**src/rtl/uart_pkg.sv**
```systemverilog
// Shared definitions for the UART transmit frame serializer: FSM state
// encoding, line levels, parity modes and the parity helper.
package uart_pkg;

  // Frame engine states (3-bit encoding)
  typedef enum logic [2:0] {
    IDLE   = 3'd0,
    ARM    = 3'd1,
    START  = 3'd2,
    DATA   = 3'd3,
    PARITY = 3'd4,
    STOP   = 3'd5
  } uart_state_e;

  // Parity modes as presented on parity_odd
  typedef enum logic {
    PARITY_EVEN = 1'b0,
    PARITY_ODD  = 1'b1
  } parity_mode_e;

  // Serial line levels
  localparam logic UART_IDLE_LEVEL  = 1'b1;
  localparam logic UART_START_LEVEL = 1'b0;
  localparam logic UART_STOP_LEVEL  = 1'b1;

  // Widest legal data word; the parity helper works on this width and
  // narrower words are zero-extended, which leaves the XOR unchanged.
  localparam int UART_MAX_DATA_WIDTH = 9;

  // Parity bit for a data word: even parity is the XOR-reduction of the
  // word, odd parity is its inverse.
  function automatic logic uart_parity_bit(
    input logic [UART_MAX_DATA_WIDTH-1:0] data,
    input parity_mode_e                   mode
  );
    logic red;
    red = ^data;
    return (mode == PARITY_ODD) ? ~red : red;
  endfunction

endpackage : uart_pkg

```
**src/rtl/uart_tx_frame_serializer.sv**
```systemverilog
// UART transmit framer/serializer. Accepts one word over valid/ready and
// emits start bit, DATA_WIDTH data bits, optional parity and one or two stop
// bits, with every bit boundary aligned to baud_tick.
module uart_tx_frame_serializer #(
  parameter int DATA_WIDTH = 8,
  parameter bit MSB_FIRST  = 1'b0
) (
  input  logic                  clk,
  input  logic                  reset,
  input  logic                  baud_tick,
  input  logic [DATA_WIDTH-1:0] tx_data,
  input  logic                  tx_valid,
  output logic                  tx_ready,
  input  logic                  parity_en,
  input  logic                  parity_odd,
  input  logic                  two_stop,
  output logic                  tx_serial,
  output logic                  tx_busy,
  output logic                  frame_done
);

  import uart_pkg::*;

  // Bit counter only has to reach DATA_WIDTH-1; the last index leaves DATA
  // so the counter never wraps.
  localparam int                IDX_W    = $clog2(DATA_WIDTH);
  localparam logic [IDX_W-1:0]  LAST_IDX = IDX_W'(DATA_WIDTH - 1);
  localparam logic [IDX_W-1:0]  IDX_ONE  = IDX_W'(1);
  localparam logic [IDX_W-1:0]  IDX_ZERO = {IDX_W{1'b0}};

  // Frame state and latched frame configuration
  uart_state_e                  r_state;
  logic [DATA_WIDTH-1:0]        r_data;
  logic [DATA_WIDTH-1:0]        r_shift;
  logic [IDX_W-1:0]             r_bit_idx;
  logic                         r_parity_en;
  parity_mode_e                 r_parity_mode;
  logic                         r_two_stop;
  logic                         r_second_stop;
  logic                         r_tx_serial;
  logic                         r_frame_done;

  // Derived combinational values
  logic [DATA_WIDTH-1:0]          w_ordered;
  logic [UART_MAX_DATA_WIDTH-1:0] w_data_ext;
  logic                           w_parity;
  logic [DATA_WIDTH-1:0]          w_shift_next;

  // Put the incoming word into transmit order so the engine always shifts
  // out bit 0 first, regardless of MSB_FIRST.
  always_comb begin
    w_ordered = {DATA_WIDTH{1'b0}};
    for (int k = 0; k < DATA_WIDTH; k++) begin
      if (MSB_FIRST) begin
        w_ordered[k] = tx_data[DATA_WIDTH-1-k];
      end else begin
        w_ordered[k] = tx_data[k];
      end
    end
  end

  // Parity is taken from the latched word, never from the live input
  assign w_data_ext   = UART_MAX_DATA_WIDTH'(r_data);
  assign w_parity     = uart_parity_bit(w_data_ext, r_parity_mode);
  assign w_shift_next = {1'b0, r_shift[DATA_WIDTH-1:1]};

  // Frame engine: handshake, bit sequencing and registered line/pulse outputs
  always_ff @(posedge clk or negedge reset) begin
    if (!reset) begin
      r_state       <= IDLE;
      r_data        <= {DATA_WIDTH{1'b0}};
      r_shift       <= {DATA_WIDTH{1'b0}};
      r_bit_idx     <= IDX_ZERO;
      r_parity_en   <= 1'b0;
      r_parity_mode <= PARITY_EVEN;
      r_two_stop    <= 1'b0;
      r_second_stop <= 1'b0;
      r_tx_serial   <= UART_IDLE_LEVEL;
      r_frame_done  <= 1'b0;
    end else begin
      r_frame_done <= 1'b0;
      case (r_state)
        IDLE: begin
          r_tx_serial <= UART_IDLE_LEVEL;
          // A baud_tick in this same cycle is deliberately ignored: the
          // start bit waits for the next tick seen in ARM.
          if (tx_valid) begin
            r_data        <= tx_data;
            r_shift       <= w_ordered;
            r_bit_idx     <= IDX_ZERO;
            r_parity_en   <= parity_en;
            r_parity_mode <= parity_mode_e'(parity_odd);
            r_two_stop    <= two_stop;
            r_second_stop <= 1'b0;
            r_state       <= ARM;
          end
        end

        ARM: begin
          if (baud_tick) begin
            r_tx_serial <= UART_START_LEVEL;
            r_state     <= START;
          end
        end

        START: begin
          if (baud_tick) begin
            r_tx_serial <= r_shift[0];
            r_shift     <= w_shift_next;
            r_bit_idx   <= IDX_ZERO;
            r_state     <= DATA;
          end
        end

        DATA: begin
          if (baud_tick) begin
            if (r_bit_idx < LAST_IDX) begin
              r_tx_serial <= r_shift[0];
              r_shift     <= w_shift_next;
              r_bit_idx   <= r_bit_idx + IDX_ONE;
            end else if (r_parity_en) begin
              r_tx_serial <= w_parity;
              r_state     <= PARITY;
            end else begin
              r_tx_serial   <= UART_STOP_LEVEL;
              r_second_stop <= 1'b0;
              r_state       <= STOP;
            end
          end
        end

        PARITY: begin
          if (baud_tick) begin
            r_tx_serial   <= UART_STOP_LEVEL;
            r_second_stop <= 1'b0;
            r_state       <= STOP;
          end
        end

        STOP: begin
          if (baud_tick) begin
            r_tx_serial <= UART_STOP_LEVEL;
            if (r_two_stop && !r_second_stop) begin
              r_second_stop <= 1'b1;
            end else begin
              r_frame_done <= 1'b1;
              r_state      <= IDLE;
            end
          end
        end

        default: begin
          r_tx_serial <= UART_IDLE_LEVEL;
          r_state     <= IDLE;
        end
      endcase
    end
  end

  // Status is decoded from the registered state so ready and busy are
  // always exact complements and follow reset asynchronously.
  assign tx_ready   = (r_state == IDLE);
  assign tx_busy    = (r_state != IDLE);
  assign tx_serial  = r_tx_serial;
  assign frame_done = r_frame_done;

endmodule : uart_tx_frame_serializer

```
**config.mk**
```make
export PLATFORM = sky130hd
export DESIGN_NAME = uart_tx_frame_serializer
export DESIGN_NICKNAME = d
export VERILOG_FILES = /design/src/rtl/uart_pkg.sv /design/src/rtl/uart_tx_frame_serializer.sv
export SDC_FILE = /design/constraint.sdc
export NUM_CORES = 1
export LEC_CHECK = 0
export ABC_AREA = 1
export CAP_MARGIN = 0
export CORE_MARGIN = 8
export CORE_UTILIZATION = 58
export CTS_BUF_LIST = sky130_fd_sc_hd__clkbuf_8 sky130_fd_sc_hd__clkbuf_16
export CTS_CLUSTER_DIAMETER = 50
export CTS_CLUSTER_SIZE = 20
export DETAILED_ROUTE_END_ITERATION = 8
export HOLD_SLACK_MARGIN = 0.15
export PLACE_DENSITY = 0.83
export SLEW_MARGIN = 40
export SYNTH_ARGS = -nofsm -noshare
export SYNTH_HDL_FRONTEND = slang
export SYNTH_SLANG_ARGS = --single-unit
```
**constraint.sdc**
```tcl
create_clock -name clk -period 3.5 [get_ports clk]
set_input_delay 0.525 -clock clk [delete_from_list [all_inputs] [get_ports clk]]
set_output_delay 0.525 -clock clk [all_outputs]
set_load 0.1 [all_outputs]
```
==> impl_results.md <==
* Period minus WS final at 1.98 ns
* Worst path bufs/invs at 2
* Detailed Route Iter0 Violations at 91
* Core ar. at 2480 µm²
* Synth Net Count at 204
* Critical path required time at 2.97 ns
* Post-DP HPWL at 2260 µm
* CTS sink cnt at 28
* Max Root-Sink Buffers at 2
* Final setup vio count at 0
* Setup TNS at 0 ns
* Final #Nets at 224
* Clock Skews at 0.00630 ns
* Maxcap violations at 0
* Post-route antenna net violation count at 0
* Gp weighted congestion at 0.934
* Die H at 67.0 µm
* Num ports at 19
* Largest net degree at the start of global routing at 29
* First-pass GRT wire length at 4920 µm
* CTS tree: built
* Clk_lat worst skew at 0.27 ns
* EDFF count, synth at 0
* Period Utilization, post-route at 56.5%
* Critical Path Source Type: register
* Slowest stage delay, CP at 0.51 ns
* Critical path capture point type: output pin
* Final wirelength at 2990 µm
* Top post-synthesis cells by area: dfrtp_1 (45%), nand2_1 (16%), o21ai_0 (7.0%), mux2i_1 (4.6%), inv_1 (4.2%)
* DR vias at 1271
* Final slew viol count at 0
* Ant. Diodes at 0
* Total Routing Usage GR at 13.9%
* Sequential element share of the synthesized area at 46.5%
* PortBufs at 18
* Unrepaired setup endpoints after global routing: false
* Ys Warns at 0
* Yosys cell types at 27
* Mapped Avg Cell Area at 8.03 µm²
* Syn Std Cell Area at 1510 µm²
* Final Non-Filler Cells at 237
* Die footprint at 4490 µm²
* Tightest Hold Check Type: reg -> reg
* Placed Area at 1680 µm²
* Seq cells post-synth at 28
* Die X at 67.0 µm
* Worst rel slew slack at 58.1%
* Rows at 18
* Fmax at 506 MHz
* Grt total ovfl at 0
* Worst-path fanout max at 10
* Layout area overhead at 14.3%
* CTS Buf Count at 3
* Synth area leader: dfrtp_1
* Vias per cell at 5.36
* VDD IR max at 0.000607 V
* Synth Instances at 188
* Most common cell after layout, fill and taps aside: nand2_1
* Final Hold Fails at 0
* WS Path Type: reg -> out
* DRT Pass-1 Iters at 4
* # H-tree levels at 1
* Cell area power density at 966 nW/µm²
* Finished Cell Area at 1730 µm²
* Worst-path clk slew at 0.09 ns
* Root Driver: clkbuf_8
* Ys async rst share at 100%
* Path depth of the worst reg2reg path at 6
* Post-CTS Resized at 0
* Post-CTS Setup Bufs at 0
* Drt drc at 0
* Vias in the first global route at 1193
* Top_reg_cell synth: dfrtp_1
* Layout cells sized above 1 at 12.6%
* CP arrival at 1.45 ns
* DR WL/cell at 12.6 µm
* Crit path max-delay cell type: dfrtp_1
* Synth top area share at 44.7%
* Worst-path cell chain: nor2_4, nand2_4, inv_2, buf_4
* WP depth at 4
* Cell family with most CP delay: flip-flops
* Antenna violations before repair at 0
* Most frequent cells in the layout: nand2_1 (63), dfrtp_1 (27), o21ai_0 (21), inv_1 (18), clkdlybuf4s50_1 (14)
* Tightest Pin Transition at 0.627 ns
* Status: complete, no violations
* CTS Hold Bufs at 0
* Lkg Pwr at 0.873 nW
* Starting Density at 61.0%
* Post-placement cell count at 233
* Hold Crit Depth at 2
-- path summary, 6_finish.rpt --
path	startpoint	slack, ns	to
worst max-delay path	r_state[2]$_DFFE_PN0P_	1.52	tx_ready
worst min-delay path	r_data[6]$_DFFE_PN0P_	0.50	r_data[6]$_DFFE_PN0P_
worst max register to register	r_state[2]$_DFFE_PN0P_	1.76	r_data[7]$_DFFE_PN0P_
worst min register to register	r_data[6]$_DFFE_PN0P_	0.50	r_data[6]$_DFFE_PN0P_
max in group asynchronous	reset	2.57	tx_serial$_DFFE_PN1P_
min in group asynchronous	reset	0.62	frame_done$_DFF_PN0_
-- per-layer routing --
layer / GRT usage [%] / routed length (µm) / vias to the layer above
met2: 24.3 / 1440 / 39
met1: 15.7 / 1310 / 586
met3: 2.85 / 197 / 5
met4: 6.53 / 39 / 0
met5: 0 / 0 / -
li1: - / - / 641
-- logic make-up (layout without fill, tap and decap cells) --
logic type	Yosys count	count (layout)	share of synthesized area, %
multiplexers	7	7	4.64
buffers and inverters	24	43	7.54
XOR/XNOR	1	1	0.580
AND/OR/NAND/NOR	96	96	28.4
flip-flops	28	28	46.5
adder cells (fa/ha/maj)	1	1	0.828
AO/OA/AOI/OAI	31	31	11.5
-- area by class of cell --
| class | count | area [µm²] |
|---|---|---|
| Fill cell | 219 | 751 |
| Sequential cell | 28 | 702 |
| Multi-Input combinational cell | 136 | 694 |
| Timing Repair Buffer | 19 | 173 |
| Inverter | 20 | 75.1 |
| Clock buffer | 3 | 41.3 |
| Tap cell | 30 | 37.5 |
| Clock inverter | 1 | 3.75 |
-- flip-flops by register name, indices dropped and copies added (netlist names), 3 cells and up --
register,flops
r_state,3
r_shift,8
r_data,8
r_bit_idx,3
-- synth_stat cells, types with 3 or more instances --
cell type	n
a21oi_1	3
dfrtp_1	27
inv_1	17
inv_2	3
mux2i_1	7
nand2_1	63
nand2_4	3
nand3_1	9
nor2_1	10
nor3_1	3
o21ai_0	21
o21ai_2	4
-- worst min-delay path, cell delays in order (launching register included) --
cell	delay, ns
dfrtp_1	0.36
nand2_1	0.06
nand2_1	0.05
-- where the power goes --
| part | internal [W] | switching [W] | leakage, nW |
|---|---|---|---|
| clock | 0.0000787 | 0.0000963 | 0.0269 |
| sequential | 0.000475 | 0.000113 | 0.352 |
| combinational | 0.000292 | 0.000613 | 0.494 |
| total | 0.000846 | 0.000822 | 0.873 |
-- through the flow --
stage	util (%)	setup WS, ns	total power, W	hold WS [ns]
4_1_cts	69.7	1.53	0.00167	0.499
5_1_grt	69.7	1.46	0.00181	0.518
3_5_place_dp	67.9	1.47	0.00150	0.478
6_report	69.7	1.52	0.00167	0.495
2_1_floorplan	-	1.59	0.00135	0.229
3_3_place_gp	68.3	1.34	0.00146	0.467
Power figures use the tool's default switching activity.
